`config.mk`:
```
export PLATFORM = sky130hd
export DESIGN_NAME = currctrl_reset_sequencer_flat
export DESIGN_NICKNAME = d
export VERILOG_FILES = /design/src/rtl/currctrl_reset_sequencer_if.sv /design/src/rtl/currctrl_reset_sequencer.sv /design/src/flat_wrapper.sv
export SDC_FILE = /design/constraint.sdc
export NUM_CORES = 1
export LEC_CHECK = 0
export BUFFER_PORTS_ARGS = -buffer_cell sky130_fd_sc_hd__buf_4
export CAP_MARGIN = 40
export CELL_PAD_IN_SITES_DETAIL_PLACEMENT = 1
export CELL_PAD_IN_SITES_GLOBAL_PLACEMENT = 1
export CORE_MARGIN = 8
export CORE_UTILIZATION = 35
export CTS_BUF_LIST = sky130_fd_sc_hd__clkbuf_4 sky130_fd_sc_hd__clkbuf_8
export DETAILED_ROUTE_END_ITERATION = 8
export PLACE_DENSITY_LB_ADDON = 0.1
export SLEW_MARGIN = 20
export SYNTH_ARGS = -nofsm -noshare
export SYNTH_HDL_FRONTEND = slang
export SYNTH_SLANG_ARGS = --single-unit
```
`constraint.sdc`:
```
create_clock -name clk -period 3 [get_ports clk]
set_clock_uncertainty 0.05 [all_clocks]
set_input_delay 0.15 -clock clk [delete_from_list [all_inputs] [get_ports clk]]
set_output_delay 0.15 -clock clk [all_outputs]
set_load 0.01 [all_outputs]
```
`src/rtl/currctrl_reset_sequencer_if.sv`:
```
// rtl/currctrl_reset_sequencer_if.sv - request/fault inputs and reset-sequencing outputs of the sequencer
interface currctrl_reset_sequencer_if;
   logic       req_in;
   logic       fault_in;
   logic       fault_clr;
   logic       dp_rst_n;
   logic       drv_en;
   logic       busy;
   logic [1:0] state;
   logic       fault_latched;
   logic [7:0] seq_count;

   modport master (
      output req_in, fault_in, fault_clr,
      input  dp_rst_n, drv_en, busy, state, fault_latched, seq_count
   );

   modport slave (
      input  req_in, fault_in, fault_clr,
      output dp_rst_n, drv_en, busy, state, fault_latched, seq_count
   );
endinterface

```
`src/rtl/currctrl_reset_sequencer.sv`:
```
// rtl/currctrl_reset_sequencer.sv - drain/hold/settle sequencing of datapath reset and gate-driver enable
module currctrl_reset_sequencer #(
   parameter int DRAIN_CYCLES  = 16,
   parameter int HOLD_CYCLES   = 64,
   parameter int SETTLE_CYCLES = 32,
   parameter int CNT_W         = 16
) (
   input  logic                        clk,
   input  logic                        reset_n,
   currctrl_reset_sequencer_if.slave   bus
);

   typedef enum logic [1:0] {
      ST_RUN    = 2'd0,
      ST_DRAIN  = 2'd1,
      ST_HOLD   = 2'd2,
      ST_SETTLE = 2'd3
   } state_t;

   localparam logic [CNT_W-1:0] DRAIN_LAST  = CNT_W'(DRAIN_CYCLES - 1);
   localparam logic [CNT_W-1:0] HOLD_LAST   = CNT_W'(HOLD_CYCLES - 1);
   localparam logic [CNT_W-1:0] SETTLE_LAST = CNT_W'(SETTLE_CYCLES - 1);
   localparam logic [CNT_W-1:0] CNT_ONE     = CNT_W'(1);

   state_t           state_q, state_d;
   logic [CNT_W-1:0] cnt_q, cnt_d;
   logic [7:0]       seq_q, seq_d;
   logic             fault_meta_q, fault_s_q;
   logic             fault_latched_q, fault_latched_d;
   logic             dp_rst_n_q, drv_en_q, busy_q;
   logic             trig;

   assign trig = bus.req_in | fault_s_q;

   always_comb begin
      state_d = state_q;
      cnt_d   = cnt_q;
      seq_d   = seq_q;
      unique case (state_q)
         ST_RUN: begin
            if (trig) begin
               state_d = ST_DRAIN;
               cnt_d   = '0;
            end
         end
         ST_DRAIN: begin
            if (cnt_q == DRAIN_LAST) begin
               state_d = ST_HOLD;
               cnt_d   = '0;
            end else begin
               cnt_d = cnt_q + CNT_ONE;
            end
         end
         ST_HOLD: begin
            // A live request parks the counter at its last value until released.
            if ((cnt_q == HOLD_LAST) && !trig) begin
               state_d = ST_SETTLE;
               cnt_d   = '0;
            end else if (cnt_q != HOLD_LAST) begin
               cnt_d = cnt_q + CNT_ONE;
            end
         end
         ST_SETTLE: begin
            // Drivers are still off, so a retrigger goes straight back to HOLD.
            if (trig) begin
               state_d = ST_HOLD;
               cnt_d   = '0;
            end else if (cnt_q == SETTLE_LAST) begin
               state_d = ST_RUN;
               cnt_d   = '0;
               seq_d   = seq_q + 8'd1;
            end else begin
               cnt_d = cnt_q + CNT_ONE;
            end
         end
         default: begin
            state_d = ST_HOLD;
            cnt_d   = '0;
         end
      endcase
   end

   always_comb begin
      fault_latched_d = fault_latched_q;
      if (fault_s_q) begin
         fault_latched_d = 1'b1;
      end else if (bus.fault_clr) begin
         fault_latched_d = 1'b0;
      end
   end

   always_ff @(posedge clk) begin
      if (!reset_n) begin
         state_q         <= ST_HOLD;
         cnt_q           <= '0;
         seq_q           <= '0;
         fault_meta_q    <= 1'b0;
         fault_s_q       <= 1'b0;
         fault_latched_q <= 1'b0;
         dp_rst_n_q      <= 1'b0;
         drv_en_q        <= 1'b0;
         busy_q          <= 1'b1;
      end else begin
         state_q         <= state_d;
         cnt_q           <= cnt_d;
         seq_q           <= seq_d;
         fault_meta_q    <= bus.fault_in;
         fault_s_q       <= fault_meta_q;
         fault_latched_q <= fault_latched_d;
         // Both enables decode from the same next state, so they can never disagree.
         dp_rst_n_q      <= (state_d != ST_HOLD);
         drv_en_q        <= (state_d == ST_RUN);
         busy_q          <= (state_d != ST_RUN);
      end
   end

   assign bus.state         = state_q;
   assign bus.dp_rst_n      = dp_rst_n_q;
   assign bus.drv_en        = drv_en_q;
   assign bus.busy          = busy_q;
   assign bus.fault_latched = fault_latched_q;
   assign bus.seq_count     = seq_q;

endmodule

```
`src/flat_wrapper.sv`:
```
// flat-port wrapper written by rule: the top's interface ports become plain ports
module currctrl_reset_sequencer_flat 
#(
   parameter int DRAIN_CYCLES  = 16,
   parameter int HOLD_CYCLES   = 64,
   parameter int SETTLE_CYCLES = 32,
   parameter int CNT_W         = 16
)
  (clk, reset_n, bus_req_in, bus_fault_in, bus_fault_clr, bus_dp_rst_n, bus_drv_en, bus_busy, bus_state, bus_fault_latched, bus_seq_count);
  currctrl_reset_sequencer_if bus_i ();
  input  logic clk;
  input  logic reset_n;
  input wire logic [$bits(bus_i.req_in)-1:0] bus_req_in;
  input wire logic [$bits(bus_i.fault_in)-1:0] bus_fault_in;
  input wire logic [$bits(bus_i.fault_clr)-1:0] bus_fault_clr;
  output wire logic [$bits(bus_i.dp_rst_n)-1:0] bus_dp_rst_n;
  output wire logic [$bits(bus_i.drv_en)-1:0] bus_drv_en;
  output wire logic [$bits(bus_i.busy)-1:0] bus_busy;
  output wire logic [$bits(bus_i.state)-1:0] bus_state;
  output wire logic [$bits(bus_i.fault_latched)-1:0] bus_fault_latched;
  output wire logic [$bits(bus_i.seq_count)-1:0] bus_seq_count;
  assign bus_i.req_in = bus_req_in;
  assign bus_i.fault_in = bus_fault_in;
  assign bus_i.fault_clr = bus_fault_clr;
  assign bus_dp_rst_n = bus_i.dp_rst_n;
  assign bus_drv_en = bus_i.drv_en;
  assign bus_busy = bus_i.busy;
  assign bus_state = bus_i.state;
  assign bus_fault_latched = bus_i.fault_latched;
  assign bus_seq_count = bus_i.seq_count;
  currctrl_reset_sequencer #(.DRAIN_CYCLES(DRAIN_CYCLES), .HOLD_CYCLES(HOLD_CYCLES), .SETTLE_CYCLES(SETTLE_CYCLES), .CNT_W(CNT_W)) u_core (.clk(clk), .reset_n(reset_n), .bus(bus_i));
endmodule
```
### Yosys cells after proc, flatten, opt, wreduce, memory -nomap -nowiden

Cells that the tools add are included.

* register bits: 32
* logic and storage cells: 46
* input bits: 5
* output and inout bits: 14

* $add $sub $neg: 2
* multiplexer cells: 15
* bitwise logic cells: 2
* reductions and logical operators: 8
* equality and inequality tests: 10

Operators with widths (number)
* two-way mux 16 bit: 6
* one-hot mux 16 bit (4 select lines): 1
* adder 16 x 1 -> 16 bit, second input constant: 1
* == test 16 x 4 -> 1 bit, second input constant: 1
* == test 16 x 5 -> 1 bit, second input constant: 1
* == test 16 x 6 -> 1 bit, second input constant: 1
* inequality test 16 x 6 -> 1 bit, second input constant: 1
* two-way mux 2 bit: 5
* adder 8 x 1 -> 8 bit, second input constant: 1
* one-hot mux 2 bit (4 select lines): 1
* == test 2 bit, second input constant: 2
* zero test 2 bit: 2
* nonzero test 2 bit: 2
* inequality test 3 x 1 -> 1 bit, second input constant: 1
* AND reduction 3 bit: 1
* == test 2 x 1 -> 1 bit, second input constant: 1
* two-way mux 1 bit: 2
* inequality test 2 x 1 -> 1 bit, second input constant: 1
* inequality test 2 bit, second input constant: 1
* AND reduction 2 bit: 1
* logical AND 1 bit: 1
* zero test 1 bit: 1
* NOT 1 bit: 1
* bitwise OR 1 bit: 1

### Logic depth before layout (Yosys ltp)

* word-level depth: 6
* gate-level depth with buffers: 8

### Worst setup path before layout

OpenSTA, ideal clock, no wires.

* kind: register -> register
* start: register u_core.cnt_q[0]
* end: register u_core.cnt_q[4]
* cell stages (with the launch flop): 8
* required time: 2.831 ns
* period minus slack after synthesis: 1.910 ns
* setup time: 0.119 ns
* path slack: 1.090 ns
* arrival: 1.741 ns
* cell sequence: dfxtp_1 > ha_1 > and4_1 > clkbuf_1 > nand4_1 > o21ai_1 > nor2b_1 > o221a_2

* cells in the longest elaborated chain, start to end: 4

Ends and longest elaborated chain
* start: declaration: line currctrl_reset_sequencer.sv:26 `logic [CNT_W-1:0] cnt_q, cnt_d;`
* start signal: assignment: line currctrl_reset_sequencer.sv:105 `cnt_q <= cnt_d;`
* adder 16 x 1 -> 16 bit, or another cell as far along: line currctrl_reset_sequencer.sv:51, currctrl_reset_sequencer.sv:60, currctrl_reset_sequencer.sv:73
* two-way mux 16 bit, or another cell as far along: line currctrl_reset_sequencer.sv:68 `end else if (cnt_q == SETTLE_LAST) begin`
* two-way mux 16 bit, or another cell as far along: line currctrl_reset_sequencer.sv:65 `if (trig) begin`
* one-hot mux 16 bit (4 select lines) or AND reduction 2 bit (tied branches)

Parallel ways exist; a longest one is shown, timed or not. The select of a mux whose other input is x is not followed.
A chain may end at the register's enable or synchronous reset.

### Final worst setup path

* start: register u_core.cnt_q[6]
* end: register u_core.seq_q[7], in the netlist u_core.bus.seq_count[7]

* cells in the longest elaborated chain, start to end: 2

Ends and longest elaborated chain
* == test 16 x 5 -> 1 bit: line currctrl_reset_sequencer.sv:68
* AND reduction 3 bit (no source line)
* end signal: assignment: line currctrl_reset_sequencer.sv:106 `seq_q <= seq_d;`
* end: declaration: line currctrl_reset_sequencer.sv:27 `logic [7:0] seq_q, seq_d;`

No other way between the ends.

==> metrics <==
status=completed; TritonCTS clock tree=built; overall power=0.927 mW; WL/cell=16.5 um; Max stage delay on crit path=530 ps; final core occ=0.422; HPWL after DPL=between 3 and 4 mm; Critical Path RT=3170 ps; Peak Freq=0.464 GHz; Top FF cell, synth=dfxtp_1; Cells on Worst Hold Path=2; final hold slack=~16 ps; clk sinks=32; EDFF count, synth=0; dpl cells=262; CP cell instances=nor4_2, and4b_1, nand4_4, or4_1, a21oi_1; TritonRoute pass-1 iters=4; Sw Ratio=0.206; IO buf count=18; Max VDD drop=295 uV; total gr overflow=0; vias in the first global route=1590; die height=~85 um; first-pass GRT wire length=just under 8 mm; synthesized area=about 0.0017 sq mm; row count=25; reg2reg start=u_core.cnt_q[6]; Final Max Tran Viols=0; vias per cell=approximately 5.9; family with the most delay on the worst path=simple AND/OR/NAND/NOR gates; Cell variety after synth=49; Cell Area, Placed=0.00184 sq mm; RSZ-0062 raised after global routing=no; initial core utilization=0.358; Tcrit/Tclk final=0.719; FF+latch count, synth=32; fin crit period=2160 ps; Setup violations, final=0; GPL Wtd Cong=~0.77; Yosys warnings=0; Clock Path Buffers=2; clk root buf=clkbuf_8; Ports=19; R2R depth=5; Worst Max-Slew Pin Slew=491 ps; Synth async-reset ratio=0; non-filler instance count after layout=270; post-route cell area=0.00197 sq mm; Crit Path Max Fanout=10; Clock power frac=0.500; htree depth=2; reg2reg setup slack=840 ps; RR Endpoint=u_core.bus.seq_count[7]; area share of the largest cell type after synthesis=0.384; endpoint type of the worst setup path=register; Worst setup SP type=register; largest net degree at the start of global routing=15; Synth Net Count=just over 200; Hold Path End=u_core.fault_meta_q; Buf/Inv on CP=0; vias=1596; overall routing resource usage=0.134; Critical-path top delay cell=or4_1; Commonest cells post-synth=32 x dfxtp_1, 18 x a21oi_1, 17 x nor2_1; DRT Wirelength=4.46 mm; antenna diode count=0; top cells by area, synth=dfxtp_1 38%, a21oi_1 5.4%, nor2_1 3.8%; Final Hold Vio Count=0; Flop pwr share=0.469; Leak Pwr=between 0.7 and 0.8 nW; largest area contributor in the netlist=dfxtp_1; layout net count=222; critical path class=reg -> reg; syn_area_per_cell=8.47 sq um; Core Region=0.00466 sq mm; clock-pin slew on the worst setup and hold paths=70 ps; layout cells sized above 1=0.222; combinational share of power=0.031; initial antenna violation count=0; Worst Path Arrival=2320 ps; worst hold path class=in -> reg; Die ar.=0.00723 sq mm; Detail Route Antenna Nets=0; post-synthesis cell count=197; Die Width=approximately 85 um; switching pwr=0.191 mW; worst setup margin=843 ps; Slew HR=0.671; P&R area growth vs syn=18.0%; CTS hold repair buffers=0; # Max-Cap Violations=0; post_cts resized=0; Initial DRC Count=54; worst skew pair latency=290 ps; most common cell in the synthesized netlist=dfxtp_1; post-CTS setup buffers=0; hold_sp=bus_fault_in; CTS Buf Count=5; Setup TNS=0 ps; Residual DRC=0; Seq/Total Area, Yosys=0.384; pre-CTS setup slack=841 ps; PD cells=471 mW/mm^2; Internal=0.736 mW
per-layer routing:
metal / vias up / share of wire / GRT usage
met1: 801 / 0.47 / 0.158
met2: 22 / 0.47 / 0.217
li1: 768 / - / -
met3: 5 / 0.034 / 0.0338
met5: - / 0 / 0
met4: 0 / 0.019 / 0.0680
final cells by class:
type                       instances  area [sq um]
multi-input combinational        151           957
sequential                        32           641
tap                               54          67.6
clock inverter                     1          30.0
inverter                           3          11.3
fill                             548          2690
timing repair buffer              22           165
clock buffer                       7          96.3
placed cells by master, fill, tap and decap left out, types with 4 or more instances in the layout:
cell | synthesis | routed
and2_1 | 4 | 4
buf_4 | 1 | 22
a31oi_1 | 4 | 4
nor2_1 | 17 | 17
or3_2 | 4 | 4
o21ai_0 | 10 | 10
a21oi_1 | 18 | 18
or3_1 | 4 | 4
o31ai_1 | 7 | 7
or4_1 | 8 | 8
nand2_1 | 15 | 15
dfxtp_1 | 32 | 32
nand4_1 | 6 | 6
nand3_1 | 10 | 10
clkbuf_8 | 0 | 7
worst register-to-register path, cell delays in order (launching register included):
cell and delay (ps):
dfxtp_1 370, nor4_2 330, and4b_1 460, nand4_4 200
or4_1 530, a21oi_1 150
flip-flops by register name, summed over array words and instances, names as in the netlist:
signal and flops:
u_core.fault_meta_q 1, u_core.bus.busy 1, u_core.bus.seq_count 8, u_core.bus.drv_en 1, u_core.cnt_q 16, u_core.bus.state 2
u_core.bus.dp_rst_n 1, u_core.fault_s_q 1, u_core.bus.fault_latched 1
kinds of logic after synthesis:
logic type,share of synthesized area
AO/OA/AOI/OAI,0.192
XOR/XNOR,0.0210
flip-flops,0.384
adder cells (fa/ha/maj),0.0150
AND/OR/NAND/NOR,0.334
multiplexers,0.0120
buffers and inverters,0.0420
how the worst max path moves through the flow:
| stage | start | endpoint | slack, ps | cells past startpoint |
|---|---|---|---|---|
| after floorplan | u_core.cnt_q[0] | u_core.cnt_q[4] | 1090 | 7 |
| after global routing | u_core.cnt_q[6] | u_core.bus.seq_count[7] | 660 | 5 |
| after global placement | u_core.cnt_q[6] | u_core.bus.seq_count[7] | 920 | 5 |
| final | u_core.cnt_q[6] | u_core.bus.seq_count[7] | 840 | 5 |
| after detailed placement | u_core.cnt_q[6] | u_core.bus.seq_count[7] | 840 | 5 |
| after CTS | u_core.cnt_q[6] | u_core.bus.seq_count[7] | 810 | 5 |
power by group through the flow:
stage                     Clock, mW  Sequential [mW]  Combinational, mW
after floorplan                   0            0.443             0.0187
after global placement            0            0.443             0.0286
after detailed placement          0            0.444             0.0291
after CTS                     0.472            0.434             0.0292
after global routing          0.491            0.435             0.0322
final                         0.463            0.435             0.0288
(Power assumes the default switching activity.)
